File: src/rtl/mem_port_arbiter_if.sv
// One requester-side memory port: request/write fields from the requester, a one-cycle ack back.
// The requester drives the master view; the arbiter consumes the slave view.
interface mem_port_arbiter_if #(
    parameter int AW = 32,
    parameter int DW = 32
);
    logic          req;
    logic          we;
    logic [AW-1:0] addr;
    logic [DW-1:0] wdata;
    logic          ack;

    modport master (output req, we, addr, wdata, input ack);
    modport slave  (input req, we, addr, wdata, output ack);
endinterface

File: src/rtl/mem_port_arbiter.sv
// Two-port arbiter (CPU on port 0, loader on port 1) in front of a single memory with fixed read latency.
// Serialises accesses through IDLE -> BUSY -> DONE, round-robin on ties, one-cycle ack per access.
module mem_port_arbiter #(
    parameter int AW      = 32,
    parameter int DW      = 32,
    parameter int MEM_LAT = 2     // legal range 1..15
) (
    input  logic              clk,
    input  logic              rst,
    mem_port_arbiter_if.slave port0_if,
    mem_port_arbiter_if.slave port1_if,
    output logic [DW-1:0]     rdata_o,
    output logic              grant_o,
    output logic              busy_o,
    output logic              mem_en_o,
    output logic              mem_we_o,
    output logic [AW-1:0]     mem_addr_o,
    output logic [DW-1:0]     mem_wdata_o,
    input  logic [DW-1:0]     mem_rdata_i
);

    localparam logic [1:0] ST_IDLE = 2'd0;
    localparam logic [1:0] ST_BUSY = 2'd1;
    localparam logic [1:0] ST_DONE = 2'd2;

    localparam logic [3:0] CNT_LOAD = 4'(MEM_LAT - 1);

    logic [1:0]    state_q, state_d;
    logic [3:0]    cnt_q, cnt_d;
    logic          we_q, we_d;
    logic [AW-1:0] addr_q, addr_d;
    logic [DW-1:0] wdata_q, wdata_d;
    logic [DW-1:0] rdata_q, rdata_d;
    logic          grant_q, grant_d;
    logic          winner;

    // grant_q also serves as last_grant: the two are only ever written together.
    assign winner = (port0_if.req && port1_if.req) ? ~grant_q : port1_if.req;

    always_comb begin
        // NOTE: every next-state signal gets its hold value first, so no path through the case infers a latch.
        state_d = state_q;
        cnt_d   = cnt_q;
        we_d    = we_q;
        addr_d  = addr_q;
        wdata_d = wdata_q;
        rdata_d = rdata_q;
        grant_d = grant_q;

        case (state_q)
            ST_IDLE: begin
                if (port0_if.req || port1_if.req) begin
                    grant_d = winner;
                    we_d    = winner ? port1_if.we    : port0_if.we;
                    addr_d  = winner ? port1_if.addr  : port0_if.addr;
                    wdata_d = winner ? port1_if.wdata : port0_if.wdata;
                    cnt_d   = CNT_LOAD;
                    state_d = ST_BUSY;
                end
            end
            ST_BUSY: begin
                if (cnt_q == 4'd0) begin
                    if (!we_q) begin
                        rdata_d = mem_rdata_i;
                    end
                    state_d = ST_DONE;
                end else begin
                    cnt_d = cnt_q - 4'd1;
                end
            end
            ST_DONE: state_d = ST_IDLE;
            default: state_d = ST_IDLE;
        endcase
    end

    // NOTE: sequential state uses non-blocking assignments so every register samples pre-edge values.
    always_ff @(posedge clk or posedge rst) begin
        if (rst) begin
            state_q <= ST_IDLE;
            cnt_q   <= 4'd0;
            we_q    <= 1'b0;
            addr_q  <= '0;
            wdata_q <= '0;
            rdata_q <= '0;
            grant_q <= 1'b1;
        end else begin
            state_q <= state_d;
            cnt_q   <= cnt_d;
            we_q    <= we_d;
            addr_q  <= addr_d;
            wdata_q <= wdata_d;
            rdata_q <= rdata_d;
            grant_q <= grant_d;
        end
    end

    // The first BUSY cycle is the only one where the freshly loaded count is still untouched.
    assign mem_en_o    = (state_q == ST_BUSY) && (cnt_q == CNT_LOAD);
    assign mem_we_o    = mem_en_o && we_q;
    assign mem_addr_o  = addr_q;
    assign mem_wdata_o = wdata_q;
    assign rdata_o     = rdata_q;
    assign grant_o     = grant_q;
    assign busy_o      = (state_q != ST_IDLE);

    assign port0_if.ack = (state_q == ST_DONE) && !grant_q;
    assign port1_if.ack = (state_q == ST_DONE) &&  grant_q;

endmodule
File: src/flat_wrapper.sv
// flat-port wrapper written by rule: the top's interface ports become plain ports
module mem_port_arbiter_flat 
#(
    parameter int AW      = 32,
    parameter int DW      = 32,
    parameter int MEM_LAT = 2                         
)
  (clk, rst, rdata_o, grant_o, busy_o, mem_en_o, mem_we_o, mem_addr_o, mem_wdata_o, mem_rdata_i, port0_if_req, port0_if_we, port0_if_addr, port0_if_wdata, port0_if_ack, port1_if_req, port1_if_we, port1_if_addr, port1_if_wdata, port1_if_ack);
  mem_port_arbiter_if #(.AW(AW), .DW(DW)) port0_if_i ();
  mem_port_arbiter_if #(.AW(AW), .DW(DW)) port1_if_i ();
  input  logic clk;
  input  logic rst;
  output logic [DW-1:0] rdata_o;
  output logic grant_o;
  output logic busy_o;
  output logic mem_en_o;
  output logic mem_we_o;
  output logic [AW-1:0] mem_addr_o;
  output logic [DW-1:0] mem_wdata_o;
  input  logic [DW-1:0] mem_rdata_i;
  input wire logic [$bits(port0_if_i.req)-1:0] port0_if_req;
  input wire logic [$bits(port0_if_i.we)-1:0] port0_if_we;
  input wire logic [$bits(port0_if_i.addr)-1:0] port0_if_addr;
  input wire logic [$bits(port0_if_i.wdata)-1:0] port0_if_wdata;
  output wire logic [$bits(port0_if_i.ack)-1:0] port0_if_ack;
  input wire logic [$bits(port1_if_i.req)-1:0] port1_if_req;
  input wire logic [$bits(port1_if_i.we)-1:0] port1_if_we;
  input wire logic [$bits(port1_if_i.addr)-1:0] port1_if_addr;
  input wire logic [$bits(port1_if_i.wdata)-1:0] port1_if_wdata;
  output wire logic [$bits(port1_if_i.ack)-1:0] port1_if_ack;
  assign port0_if_i.req = port0_if_req;
  assign port0_if_i.we = port0_if_we;
  assign port0_if_i.addr = port0_if_addr;
  assign port0_if_i.wdata = port0_if_wdata;
  assign port0_if_ack = port0_if_i.ack;
  assign port1_if_i.req = port1_if_req;
  assign port1_if_i.we = port1_if_we;
  assign port1_if_i.addr = port1_if_addr;
  assign port1_if_i.wdata = port1_if_wdata;
  assign port1_if_ack = port1_if_i.ack;
  mem_port_arbiter #(.AW(AW), .DW(DW), .MEM_LAT(MEM_LAT)) u_core (.clk(clk), .rst(rst), .port0_if(port0_if_i), .port1_if(port1_if_i), .rdata_o(rdata_o), .grant_o(grant_o), .busy_o(busy_o), .mem_en_o(mem_en_o), .mem_we_o(mem_we_o), .mem_addr_o(mem_addr_o), .mem_wdata_o(mem_wdata_o), .mem_rdata_i(mem_rdata_i));
endmodule
File: config.mk
export PLATFORM = sky130hd
export DESIGN_NAME = mem_port_arbiter_flat
export DESIGN_NICKNAME = d
export VERILOG_FILES = /design/src/rtl/mem_port_arbiter_if.sv /design/src/rtl/mem_port_arbiter.sv /design/src/flat_wrapper.sv
export SDC_FILE = /design/constraint.sdc
export NUM_CORES = 1
export LEC_CHECK = 0
export ABC_AREA = 1
export BUFFER_PORTS_ARGS = -buffer_cell sky130_fd_sc_hd__buf_2
export CAP_MARGIN = 0
export CORE_MARGIN = 2
export CORE_UTILIZATION = 46
export DETAILED_ROUTE_END_ITERATION = 12
export PLACE_DENSITY = 0.81
export SLEW_MARGIN = 10
export SYNTH_ARGS = -nofsm -noshare
export SYNTH_HDL_FRONTEND = slang
export SYNTH_SLANG_ARGS = --single-unit
File: constraint.sdc
create_clock -name clk -period 4.62 [get_ports clk]
set_input_delay 1.386 -clock clk [delete_from_list [all_inputs] [get_ports clk]]
set_output_delay 1.386 -clock clk [all_outputs]
set_load 0.05 [all_outputs]
# Yosys cells after proc, flatten, opt, wreduce, memory -nomap -nowiden
# Index checks and enable logic that the tools add are counted.
[totals] ff_bits=104 in_bits=166 out_inout_bits=102 word_cells=41
[op_classes] n_addsub=1 eq_ne=6 muxes=10 bitwise=2 reduce_logical=15
[ops] op="two-way mux 32 bit" count=2
[ops] op="two-way mux 4 bit" count=2
[ops] op="case mux 4 bit (2 select lines)" count=1
[ops] op="AND reduction 3 bit" count=2
[ops] op="logical AND 1 bit" count=5
[ops] op="== test 4 x 1 -> 1 bit, second input constant" count=1
[ops] op="zero test 4 bit" count=1
[ops] op="two-way mux 2 bit" count=2
[ops] op="inequality test 2 x 1 -> 1 bit, second input constant" count=2
[ops] op="case mux 2 bit (2 select lines)" count=1
[ops] op="AND reduction 2 bit" count=2
[ops] op="nonzero test 2 bit" count=2
[ops] op="subtractor 4 x 1 -> 4 bit, second input constant" count=1
[ops] op="== test 2 x 1 -> 1 bit, second input constant" count=1
[ops] op="== test 2 bit, second input constant" count=1
[ops] op="zero test 2 bit" count=1
[ops] op="two-way mux 1 bit" count=2
[ops] op="inequality test 2 bit, second input constant" count=1
[ops] op="NOT 1 bit" count=2
[ops] op="zero test 1 bit" count=1
[ops] op="logical OR 1 bit" count=1

# Logic depth before layout (Yosys ltp)
[depth] word_depth=3 mapped_depth=8 mapped_depth_nobuf=7

# Least setup slack after synthesis
# OpenSTA, ideal clock, no wires.
[synth_path] path_type="register to output" startpoint="reg u_core.cnt_q[1]" endpoint="out mem_we_o" arrival_ps=2174 t_required_ps=3234 slack_ps=1060 path_stages_with_launch=5 n_path_buf=0 path_cell_list="dfrtp_1 > inv_1 > ha_1 > inv_1 > nor4_1"
[synth_between] elab_chain_len=3
[synth_rtl] element="from (decl)" line_no="mem_port_arbiter.sv:29" source="logic [3:0] cnt_q, cnt_d;"
[synth_rtl] element="from (signal assigned)" line_no="mem_port_arbiter.sv:88" source="cnt_q <= cnt_d;"
[synth_rtl] element="== test 4 x 1 -> 1 bit" line_no="mem_port_arbiter.sv:98" source="assign mem_en_o = (state_q == ST_BUSY) && (cnt_q == CNT_LOAD);"
[synth_rtl] element="logical AND 1 bit" line_no="mem_port_arbiter.sv:98"
[synth_rtl] element="logical AND 1 bit" line_no="mem_port_arbiter.sv:99" source="assign mem_we_o = mem_en_o && we_q;"
[synth_rtl] element="to (decl)" line_no="flat_wrapper.sv:17" source="output logic mem_we_o;"
# No other way between the ends.

# Worst setup path after layout
[layout_path] startpoint="reg u_core.we_q" endpoint="out mem_we_o"
[layout_between] elab_chain_len=1
[layout_rtl] element="from (decl)" line_no="mem_port_arbiter.sv:30" source="logic we_q, we_d;"
[layout_rtl] element="from (signal assigned)" line_no="mem_port_arbiter.sv:89" source="we_q <= we_d;"
[layout_rtl] element="logical AND 1 bit" line_no="mem_port_arbiter.sv:99"
# No other way between the ends.

==> results.md <==
- Run status: complete, no violations
- WP data required: 3.23 ns
- Wire per inst: 14.6 um
- Final setup viols: 0
- Dpl cell area: between 6000 and 7000 um^2
- CTS tree: done
- Hold Vio Cnt, Final: 0
- First-pass GRT wire length: roughly 21 mm
- Fillers: slightly below 1000
- Die ar.: about 12000 um^2
- Die Span X: about 110 um
- Post-synth EDFFs: 0
- I/O Buffers: ~270
- Vias/cell: between 4 and 5
- Clock Tree Root: clkbuf_8
- Final slew viol count: 0
- Relative slew slack: between 50 and 60%
- DRT iter0 DRCs: ~320
- Top layer in use: met5
- Yosys cell types: 28
- M1 WL: between 5 and 6 mm
- Placed cell count: approximately 930
- Top cells by area, synth: dfrtp_1 (50%), o21ai_2 (17%), nand2_1 (10%), nor2_1 (5.4%), nand3_1 (3.3%)
- HP Class: reg2reg
- Seq/Total Area, Yosys: about half
- Area grow syn2layout: 29.1%
- Crit path kind: reg2out
- Final net count: between 900 and 1000
- FF+latch count, synth: about 100
- Aggregate global-route resource usage: 22.3%
- CP arrival: between 1.5 and 2 ns
- Pre-antenna DRT Iters: 5
- Vias: between 4000 and 5000
- GPL Wtd Cong: around 0.8
- Most area-hungry cell type in the Yosys netlist: dfrtp_1
- Ys async rst share: 100%
- Initial antenna violation count: 1
- Residual DRC: 0
- CTS sink cnt: around 100
- Top post-synthesis cells by count: nand2_1 (138), dfrtp_1 (103), o21ai_2 (100), nor2_1 (73), nand3_1 (34)
- Post-CTS Setup Bufs: 0
- Final Instance Area: between 6000 and 7000 um^2
- Core ar.: 10800 um^2
- Fmax: around 330 MHz
- Pwr/cell area: just under 900 nW/um^2
- Fin util: 60.9%
- Cell Rows: 38
- Largest net degree at the start of global routing: 70
- Mapped Cells: between 500 and 600
- Critical Path End Type: output port
- Layout cells sized above 1: about 50%
- Post_cts resized: 0
- Count leader, synth: nand2_1
- Vias in the first global route: roughly 4400
- Die Height: approximately 110 um
- WP buf/inv: 3
- Initial Util: between 40% and 50%
- Met3 Routed Length: ~1.3 mm
- Post-route antenna net violation count: 0
- Fin crit share: between 60 and 70%
- DR WL met2: ~6.6 mm
- CP max-delay cell: dfrtp_1
- Top FF cell, synth: dfrtp_1
- CTS Buf Count: 9
- IO Count: between 200 and 300
- Final HPWL DP: between 10 and 15 mm
- Reg clk slew, reported paths: between 0.1 and 0.15 ns
- Yosys top cell area share: 50.4%
- Setup TNS: 0 ns
- ANT cells: 0
- Largest stage delay, worst path: 0.38 ns
- CP cell instances: clkinv_1 -> buf_4 -> nor4_1 -> buf_2
- Ys Warns: 0
- Synth Net Count: 714
- Final cell count without fillers: 941
- Max FO, Critical Path: 34
- Final min period: between 3 and 4 ns
- Startpoint types: register
- Clk Latency, worst-skew pair: 0.36 ns
- Mapped Avg Cell Area: 9.36 um^2
- Htree depth: 3
- Remaining Overflow, GRT: 0
- Synth Cell Area: approximately 5100 um^2
- Hold Buf Count CTS: 0
- Clk buf depth: 2
- CP delay by family, top: buffers and inverters
- Setup Skew: a little over 0.02 ns
- Peak VDD IR: about 0.45 mV
- Leak: 3.48 nW
- Tightest Pin Transition: 0.724 ns
- Max-Cap Viols: 0
- Final wirelength: 13.7 mm
- RSZ-0062 raised after global routing: no
[per-stage QoR]
stage | total power, W | setup WS (ns) | hold WS [ns]
floorplan | 0.00455 | 0.503 | 0.461
global placement | 0.00518 | 1.75 | 0.447
detailed placement | 0.00524 | 1.72 | 0.454
CTS | 0.00588 | 1.57 | 0.478
global route | 0.00619 | 1.44 | 0.498
finish | 0.00584 | 1.59 | 0.474
[worst paths after layout]
check	depth (start not counted)	start	slack [ns]	end
worst max-delay path	4	u_core.we_q	1.59	mem_we_o
worst min-delay path	2	u_core.rdata_o[17]	0.47	u_core.rdata_o[17]
worst max register to register	7	u_core.cnt_q[0]	2.71	u_core.rdata_o[14]
worst min register to register	2	u_core.rdata_o[17]	0.47	u_core.rdata_o[17]
max in group asynchronous	3	rst	2.63	u_core.grant_o
min in group asynchronous	2	rst	1.15	u_core.rdata_o[2]
[kinds of logic after synthesis]
family / count (synthesis) / share of synthesized area [%]
simple gates: 253 / 20.3
compound gates: 136 / 20.9
flops: 104 / 50.9
buf+inv: 50 / 7.20
fa+ha+maj: 2 / 0.489
xor+xnor: 1 / 0.171
[power breakdown]
group | total, W | switching [W] | internal [W]
Combinational | 0.00357 | 0.00272 | 0.000852
Sequential | 0.00163 | 0.000252 | 0.00137
Clock | 0.000636 | 0.000322 | 0.000314
[registers in the layout (all words and copies together) (netlist names)]
signal	flops
u_core.cnt_q	4
u_core.grant_o	1
u_core.mem_addr_o	32
u_core.mem_wdata_o	32
u_core.rdata_o	32
u_core.state_q	2
u_core.we_q	1
[worst reg2reg max path: cells and delay by family, from the launching register on]
kind,cells,cell delay (ns)
simple gates,5,1.07
buf+inv,1,0.11
flops,1,0.41
fa+ha+maj,1,0.21
[final cells by class]
cell class                      instances  area, um^2  share of cell area, %
Tap cell                              140         175                   2.65
Inverter                               13        51.3                  0.777
Timing Repair Buffer                  276        1400                   21.3
Sequential cell                       104        2600                   39.5
Multi-Input combinational cell        392        2140                   32.5
Clock inverter                          6        95.1                   1.44
Clock buffer                           10         128                   1.93
[cells in the final DEF, fill, tap and decap left out, types with 2 or more instances in the layout]
cell type  count
o21ai_0       28
inv_6          4
bufinv_16      2
buf_4          9
o21ai_2      100
buf_2        267
inv_1          7
inv_2          4
clkbuf_8       9
nand2_2        2
nand2_1      137
ha_1           2
nand3_1       34
o21ai_1        7
nor2_1        73
dfrtp_1      103
nor2_4         2
[metal layers]
| metal | vias to the layer above | track usage (%) |
|---|---|---|
| met1 | 2178 | 26.9 |
| met2 | 208 | 38.4 |
| li1 | 2278 | - |
| met4 | 2 | 6.33 |
| met5 | - | 0 |
| met3 | 24 | 6.94 |
(Power assumes the default switching activity.)
